==> src/rtl/lsu_pkg.sv <==
// Purpose: shared types and constants for the load/store unit.
// Latency: n/a (declarations only).
// Backpressure: n/a.
// Contents: FSM state encoding, access-size codes, and the default geometry.
package lsu_pkg;

  localparam int DATA_W      = 16;
  localparam int ADDR_W      = 16;
  localparam int DEPTH_WORDS = 256;
  localparam int TAG_W       = 3;

  localparam logic SZ_BYTE = 1'b0;
  localparam logic SZ_WORD = 1'b1;

  typedef enum logic [1:0] {
    IDLE   = 2'd0,
    ACCESS = 2'd1,
    RMW_WR = 2'd2,
    RESP   = 2'd3
  } lsu_state_t;

endpackage

==> src/rtl/lsu_byte_lane.sv <==
// Purpose: byte-lane steering: load extract/extend and byte-store merge.
// Latency: combinational.
// Backpressure: none; pure function of its inputs.
// Ports: i_lane_hi selects [15:8] (1) or [7:0] (0); i_size/i_signed shape the load
//        result o_load_data; o_merged is i_rdata with the selected lane replaced by i_wbyte.
module lsu_byte_lane
  import lsu_pkg::*;
(
  input  logic              i_lane_hi,
  input  logic              i_size,
  input  logic              i_signed,
  input  logic [DATA_W-1:0] i_rdata,
  input  logic [7:0]        i_wbyte,
  output logic [DATA_W-1:0] o_load_data,
  output logic [DATA_W-1:0] o_merged
);

  logic [7:0] w_byte;

  always_comb begin
    w_byte = i_lane_hi ? i_rdata[15:8] : i_rdata[7:0];

    if (i_size == SZ_WORD)
      o_load_data = i_rdata;
    else if (i_signed)
      o_load_data = {{8{w_byte[7]}}, w_byte};
    else
      o_load_data = {8'h00, w_byte};

    // Little-endian lanes: only the addressed byte changes, the other is kept.
    o_merged = i_lane_hi ? {i_wbyte, i_rdata[7:0]} : {i_rdata[15:8], i_wbyte};
  end

endmodule

==> src/rtl/load_store_unit.sv <==
// Purpose: memory-stage controller; byte/word loads and stores, byte stores via read-modify-write.
// Latency: accept edge to resp_valid: word op 2 cycles, byte store 3, error 1.
// Backpressure: one request in flight; req_ready low until the response is taken on resp_ready.
// Ports: req_* from execute (valid/ready), resp_* to writeback (valid/ready),
//        mem_* to the combinational-read, posedge-write 16-bit data memory.
module load_store_unit
  import lsu_pkg::*;
(
  input  logic              clk,
  input  logic              rst,
  input  logic              req_valid,
  output logic              req_ready,
  input  logic              req_write,
  input  logic              req_size,
  input  logic              req_signed,
  input  logic [ADDR_W-1:0] req_addr,
  input  logic [DATA_W-1:0] req_wdata,
  input  logic [TAG_W-1:0]  req_tag,
  output logic              resp_valid,
  input  logic              resp_ready,
  output logic [DATA_W-1:0] resp_data,
  output logic [TAG_W-1:0]  resp_tag,
  output logic              resp_err,
  output logic              mem_read,
  output logic              mem_write,
  output logic [ADDR_W-1:0] mem_addr,
  output logic [DATA_W-1:0] mem_wdata,
  input  logic [DATA_W-1:0] mem_rdata
);

  localparam logic [ADDR_W-1:0] DEPTH_L = ADDR_W'(DEPTH_WORDS);

  lsu_state_t        r_state;
  lsu_state_t        w_state_nxt;
  logic              r_write;
  logic              r_size;
  logic              r_signed;
  logic [ADDR_W-1:0] r_addr;
  logic [DATA_W-1:0] r_wdata;
  logic [TAG_W-1:0]  r_tag;
  logic [DATA_W-1:0] r_wbuf;
  logic [DATA_W-1:0] r_resp_data;
  logic [TAG_W-1:0]  r_resp_tag;
  logic              r_resp_err;

  logic              w_accept;
  logic              w_req_err;
  logic              w_byte_store;
  logic [DATA_W-1:0] w_load_data;
  logic [DATA_W-1:0] w_merged;

  lsu_byte_lane u_byte_lane (
    .i_lane_hi   (r_addr[0]),
    .i_size      (r_size),
    .i_signed    (r_signed),
    .i_rdata     (mem_rdata),
    .i_wbyte     (r_wdata[7:0]),
    .o_load_data (w_load_data),
    .o_merged    (w_merged)
  );

  assign req_ready    = (r_state == IDLE) && !rst;
  assign w_accept     = req_valid && req_ready;
  // Misaligned word, or word index past the end of memory.
  assign w_req_err    = ((req_size == SZ_WORD) && req_addr[0]) ||
                        ({1'b0, req_addr[ADDR_W-1:1]} >= DEPTH_L);
  assign w_byte_store = r_write && (r_size == SZ_BYTE);

  assign resp_valid = (r_state == RESP);
  assign resp_data  = r_resp_data;
  assign resp_tag   = r_resp_tag;
  assign resp_err   = r_resp_err;
  assign mem_addr   = r_addr;

  always_comb begin
    w_state_nxt = r_state;
    mem_read    = 1'b0;
    mem_write   = 1'b0;
    mem_wdata   = r_wdata;
    case (r_state)
      IDLE: begin
        if (w_accept) w_state_nxt = w_req_err ? RESP : ACCESS;
      end
      ACCESS: begin
        if (r_write && (r_size == SZ_WORD)) mem_write = 1'b1;
        else                                mem_read  = 1'b1;
        w_state_nxt = w_byte_store ? RMW_WR : RESP;
      end
      RMW_WR: begin
        mem_write   = 1'b1;
        mem_wdata   = r_wbuf;
        w_state_nxt = RESP;
      end
      RESP: begin
        if (resp_ready) w_state_nxt = IDLE;
      end
      default: w_state_nxt = IDLE;
    endcase
    // Reset must squash a write in flight so memory keeps its old contents.
    if (rst) begin
      mem_read  = 1'b0;
      mem_write = 1'b0;
    end
  end

  always_ff @(posedge clk) begin
    if (rst) begin
      r_state     <= IDLE;
      r_write     <= 1'b0;
      r_size      <= 1'b0;
      r_signed    <= 1'b0;
      r_addr      <= '0;
      r_wdata     <= '0;
      r_tag       <= '0;
      r_wbuf      <= '0;
      r_resp_data <= '0;
      r_resp_tag  <= '0;
      r_resp_err  <= 1'b0;
    end else begin
      r_state <= w_state_nxt;
      if (w_accept) begin
        r_write  <= req_write;
        r_size   <= req_size;
        r_signed <= req_signed;
        r_addr   <= req_addr;
        r_wdata  <= req_wdata;
        r_tag    <= req_tag;
        // Errors skip memory entirely, so the response is fixed here.
        if (w_req_err) begin
          r_resp_data <= '0;
          r_resp_tag  <= req_tag;
          r_resp_err  <= 1'b1;
        end
      end
      if (r_state == ACCESS) begin
        r_resp_data <= r_write ? '0 : w_load_data;
        r_resp_tag  <= r_tag;
        r_resp_err  <= 1'b0;
        if (w_byte_store) r_wbuf <= w_merged;
      end
    end
  end

endmodule
==> config.mk <==
export PLATFORM = sky130hd
export DESIGN_NAME = load_store_unit
export DESIGN_NICKNAME = d
export VERILOG_FILES = /design/src/rtl/lsu_pkg.sv /design/src/rtl/lsu_byte_lane.sv /design/src/rtl/load_store_unit.sv
export SDC_FILE = /design/constraint.sdc
export NUM_CORES = 1
export LEC_CHECK = 0
export ABC_AREA = 1
export CAP_MARGIN = 20
export CELL_PAD_IN_SITES_DETAIL_PLACEMENT = 1
export CELL_PAD_IN_SITES_GLOBAL_PLACEMENT = 2
export CORE_MARGIN = 2
export CORE_UTILIZATION = 33
export CTS_CLUSTER_DIAMETER = 150
export DETAILED_ROUTE_END_ITERATION = 10
export DONT_BUFFER_PORTS = 1
export PLACE_DENSITY_LB_ADDON = 0.1
export SLEW_MARGIN = 40
export SYNTH_ARGS = -nofsm -noshare
export SYNTH_HDL_FRONTEND = slang
export SYNTH_SLANG_ARGS = --single-unit
==> constraint.sdc <==
create_clock -name clk -period 1.99 [get_ports clk]
set_input_delay 0.199 -clock clk [delete_from_list [all_inputs] [get_ports clk]]
set_output_delay 0.199 -clock clk [all_outputs]
set_load 0.02 [all_outputs]
======== Yosys cells after proc, flatten, opt, wreduce, memory -nomap -nowiden ========
Cells that the tools add are included.
storage, ports and cells
  flip-flop bits (word level) ............. 76
  input bits .............................. 58
  output and inout port bits .............. 56
operators by class
  equal/unequal tests ..................... 5
  $lt $le $gt $ge ......................... 1
  reduce and logical (&&, ||, !) cells .... 15
  bitwise operators ....................... 1
  muxes and demuxes ....................... 23
operators with widths
  operator             count
  $mux 16              8
  $ge 15x9->1 const B  1
  $mux 3               3
  $mux 8               1
  $pmux 2 s4           1
  $reduce_and 2->1     4
  $mux 1               6
  $mux 2               3
  $logic_and 1x1->1    5
  $eq 2x2->1 const B   2
  $reduce_bool 2->1    2
  $eq 2x1->1 const B   1
  $logic_not 2->1      1
  $ne 2x1->1 const B   1
  $ne 2x2->1 const B   1
  $pmux 1 s2           1
  $reduce_or 2->1      1
  $logic_not 1->1      1
  $logic_or 1x1->1     1
  $not 1->1            1

======== Longest topological paths before layout ========
  depth after elaboration ................. 5
  gate-level depth with buffers ........... 11
  depth with buffers taken out ............ 10

======== By module ========
Synthesis repeated with hierarchy kept, for this count alone.
unflattened totals
  cell total of the unflattened synthesis .. 501
  area total of the unflattened synthesis .. 3692.3 sq um
by module, submodules not included
  module           times used  area an instance (sq um)  cells each
  load_store_unit  1           3211.8                    408
  lsu_byte_lane    1           480.5                     93

======== Worst setup path before layout ========
No wires, ideal clock.
  kind .................................... flip-flop to output port
  from .................................... reg r_state[1]
  to ...................................... out mem_write
  arrival ................................. 1384 ps
  path slack .............................. 407 ps
  cell stages (with the launch flop) ...... 9
  buffers on the path ..................... 2
  cell sequence ........................... dfxtp_1 inv_1 ha_1 buf_4 inv_4 buf_2 nor2_1 o21ai_0 nor2_1
on the way
  word-level cells in the longest chain between the ends .. 3
  elaborated cells between the ends (all ways) .. 4
  those cells by class .................... eq/ne: 2; mux: 2
ends and longest elaborated chain
  element                                   RTL line                source
  start, declared                           load_store_unit.sv:33   lsu_state_t r_state;
  start signal, assigned                    load_store_unit.sv:120  r_state <= w_state_nxt;
  $eq 2x2->1 or $eq 2x1->1 (tied branches)  load_store_unit.sv:80   case (r_state)
  $pmux 1 s2 (*)                            load_store_unit.sv:80
  $mux 1 (*)                                load_store_unit.sv:100  if (rst) begin
  end, declared                             load_store_unit.sv:25   output logic mem_write,
Mark *: on every way between the ends. The rest lies on a longest branch, timed or not.

======== Final worst setup path ========
  from .................................... reg r_state[0]
  to ...................................... out mem_write
The elaborated chain is that of the path after synthesis.

==> results.cfg <==
[hold_path]
hold_path_depth = 2
min-delay-path-class = in2reg
min_to = mem_addr[9]
hold_path.startpoint = req_addr[9]

[synthesis]
yosysMostFrequentCell = nand2_1
syn_nets = 564
ys.flop_type = dfxtp_1
synth_edf_count = 0
yosysTopAreaCellShare = 0.4289
synth.distinct_cells = 26
ys.warnings.count = 0
synth.area.top_cells = dfxtp_1, nand2_1, o21ai_0
synth_top_cell_by_area = dfxtp_1
syn_avg_cell_area_sq_um = 7.080
yosys_register_bits = 76
seq_area_frac_synth = 0.4289
synthesis.instances = 501
async_flop_share = 0
synthTopCellsByCount = nand2_1, dfxtp_1, o21ai_0
synth_area_sq_um = 3547

[finish]
multiInputGateArea_sq_um = 1638
fin_util = 0.4085
antenna_cells = 0
nets = 594
syn_to_final_growth_pct = 19.44
seq_area_sq_um = 1524
nFillCells = 1319
drive_above_1_share = 0.1287

[global_route]
grt_pass1_vias = 3292
grt_pass1_wl_um = 17010
grt_use_total = 0.1891
grt_max_degree = 31
antenna_found_initial = 0
overflow = 0

[power_and_ir_drop]
p_leak_nw = 1.773
powerDensity_nw_per_um2 = 1220
power_mw = 5.169
peakVddDrop_mv = 0.5180

[worst_setup_path]
path_class = reg2out
worstPathCellList = inv_1, ha_1, buf_4, o21ai_0, nor2_1, buf_4
regToRegEndpoint = r_state[0]
path_max_fanout = 22
reg2reg_slack_ns = 0.24
timing.rr.start = r_state[0]
crit_required_ns = 1.79
cp_slowest_cell = dfxtp_2
critPathMaxStageDelay_ns = 0.39
critPathLaunchType = register
worstSetupEndpointType = primary output
r2r_cells = 10
crit_top_cell = buf_4
crit_arrival_ns = 1.67

[sta]
timing.max_slew.rel_slack = 0.7124
rsz0062_at_grt = false
worst_pin_slew_ns = 0.4308
hold_viol_final = 0
fin_crit_sh = 0.9385
fin_setup_tns_ns = 0
layout_min_cycle_time_ns = 1.868
drv_slew = 0
skew_ns = 0.01193
fmax_mhz = 535.4
setup_violations = 0

[drt]
ant_nets = 0
first_pass_iters = 4
vias = 3252
wire_per_inst_um = 15.66
drc = 0
drtIter0Drc = 104
drt_wl_total_um = 10520
viasPerCell = 4.839

[clock_tree]
cts.sinks = 76
worst_skew_pair.late_latency_ns = 0.36
htreeDepth = 3
clk_pin_slew_worst_paths_ns = 0.09
cts_tree = done
clock_path_buffers = 2
cts_buffers = 9
root_buffer = clkbuf_8

[place]
port_buffers = 0
gp_congestion = 0.8264
dpl.hpwl_um = 7683

[outcome]
status = finished clean

[die]
die_area_sq_um = 11590
num_io_pins = 114
rows = 37
die_h_um = 107.7
start_util = 0.3421
die_x_um = 107.7
core-area_sq_um = 10370

[job]
cap_violations = 0
-- routing by layer --
metal | global-route usage | part of all wire
met5 | 0 | 0
met4 | 0.05952 | 0.015
met3 | 0.06598 | 0.071
met2 | 0.2978 | 0.45
met1 | 0.2424 | 0.47
-- critical path: cells and delay by family, from the launching register on --
| kind | cells | cell delay, ns |
|---|---|---|
| AND/OR/NAND/NOR | 1 | 0.06 |
| buffers and inverters | 3 | 0.46 |
| flip-flops | 1 | 0.39 |
| AO/OA/AOI/OAI | 1 | 0.17 |
| adder cells (fa/ha/maj) | 1 | 0.23 |
-- cells in the final DEF (no fill, tap or decap), types with 4 or more instances in the layout --
master	synthesis	routed
inv_2	5	7
nand2_1	103	103
o21ai_0	72	68
clkbuf_8	0	10
nor2_1	41	41
buf_4	4	28
nand3_1	35	35
o211ai_1	7	7
inv_1	58	56
dfxtp_1	76	74
o21ai_1	4	8
dlygate4sd3_1	0	19
a21oi_1	47	47
ha_1	5	4
-- sequential cells by signal, summed over array words and instances (netlist names) --
| register | cells |
|---|---|
| r_tag | 3 |
| r_signed | 1 |
| r_write | 1 |
| r_wbuf | 16 |
| mem_addr | 16 |
| resp_tag | 3 |
| r_size | 1 |
| r_wdata | 16 |
| r_state | 2 |
| resp_data | 16 |
| resp_err | 1 |
-- worst max path at each step --
stage | start | endpoint | slack, ns | cells after the start
2_1_floorplan | r_state[1] | mem_write | 0.41 | 8
3_3_place_gp | r_state[0] | resp_data[0] | 0.25 | 9
3_5_place_dp | r_state[0] | resp_data[0] | 0.22 | 9
4_1_cts | r_state[0] | mem_wdata[1] | -0.003 | 5
5_1_grt | r_state[0] | mem_write | 0.007 | 6
6_report | r_state[0] | mem_write | 0.12 | 6
-- report_power, final --
part | switching, mW | leakage [nW] | total, mW | internal [mW]
registers | 0.424 | 0.622 | 2.26 | 1.83
clock network | 0.610 | 0.105 | 1.35 | 0.738
logic | 0.999 | 1.05 | 1.57 | 0.567
total | 2.03 | 1.77 | 5.17 | 3.14
-- what timing repair did --
action / CTS / global route
setup endpoints to repair: 2 / 7
hold endpoints to repair: 27 / 0
gates resized for setup: 5 / 7
hold buffers: 19 / 0
buffers inserted: 0 / 0
-- through the flow --
stage / cells / area, sq um / worst slack (ns) / hold slack [ns]
after floorplan: 501 / 3547 / 0.4071 / 0.2681
after global routing: 672 / 4237 / 0.007309 / 0.004899
after global placement: 637 / 3797 / 0.2479 / 0.2730
final: 672 / 4237 / 0.1224 / 0.005380
after CTS: 672 / 4222 / -0.003195 / 0.0002140
after detailed placement: 637 / 3797 / 0.2218 / 0.2739
-- cell families after synthesis --
kind of cell,Yosys count,share of synthesized area
buf+inv,94,0.1129
mux,3,0.008466
compound gates,133,0.1979
simple gates,190,0.2342
flops,76,0.4289
fa+ha+maj,5,0.01764
-- final cells by class --
type,count,area share
Clock inverter,6,0.02067
Sequential cell,76,0.3597
Timing Repair Buffer,49,0.1019
Inverter,64,0.05848
Multi-Input combinational cell,331,0.3866
Tap cell,136,0.04017
Clock buffer,10,0.03249
Power figures use the tool's default switching activity.
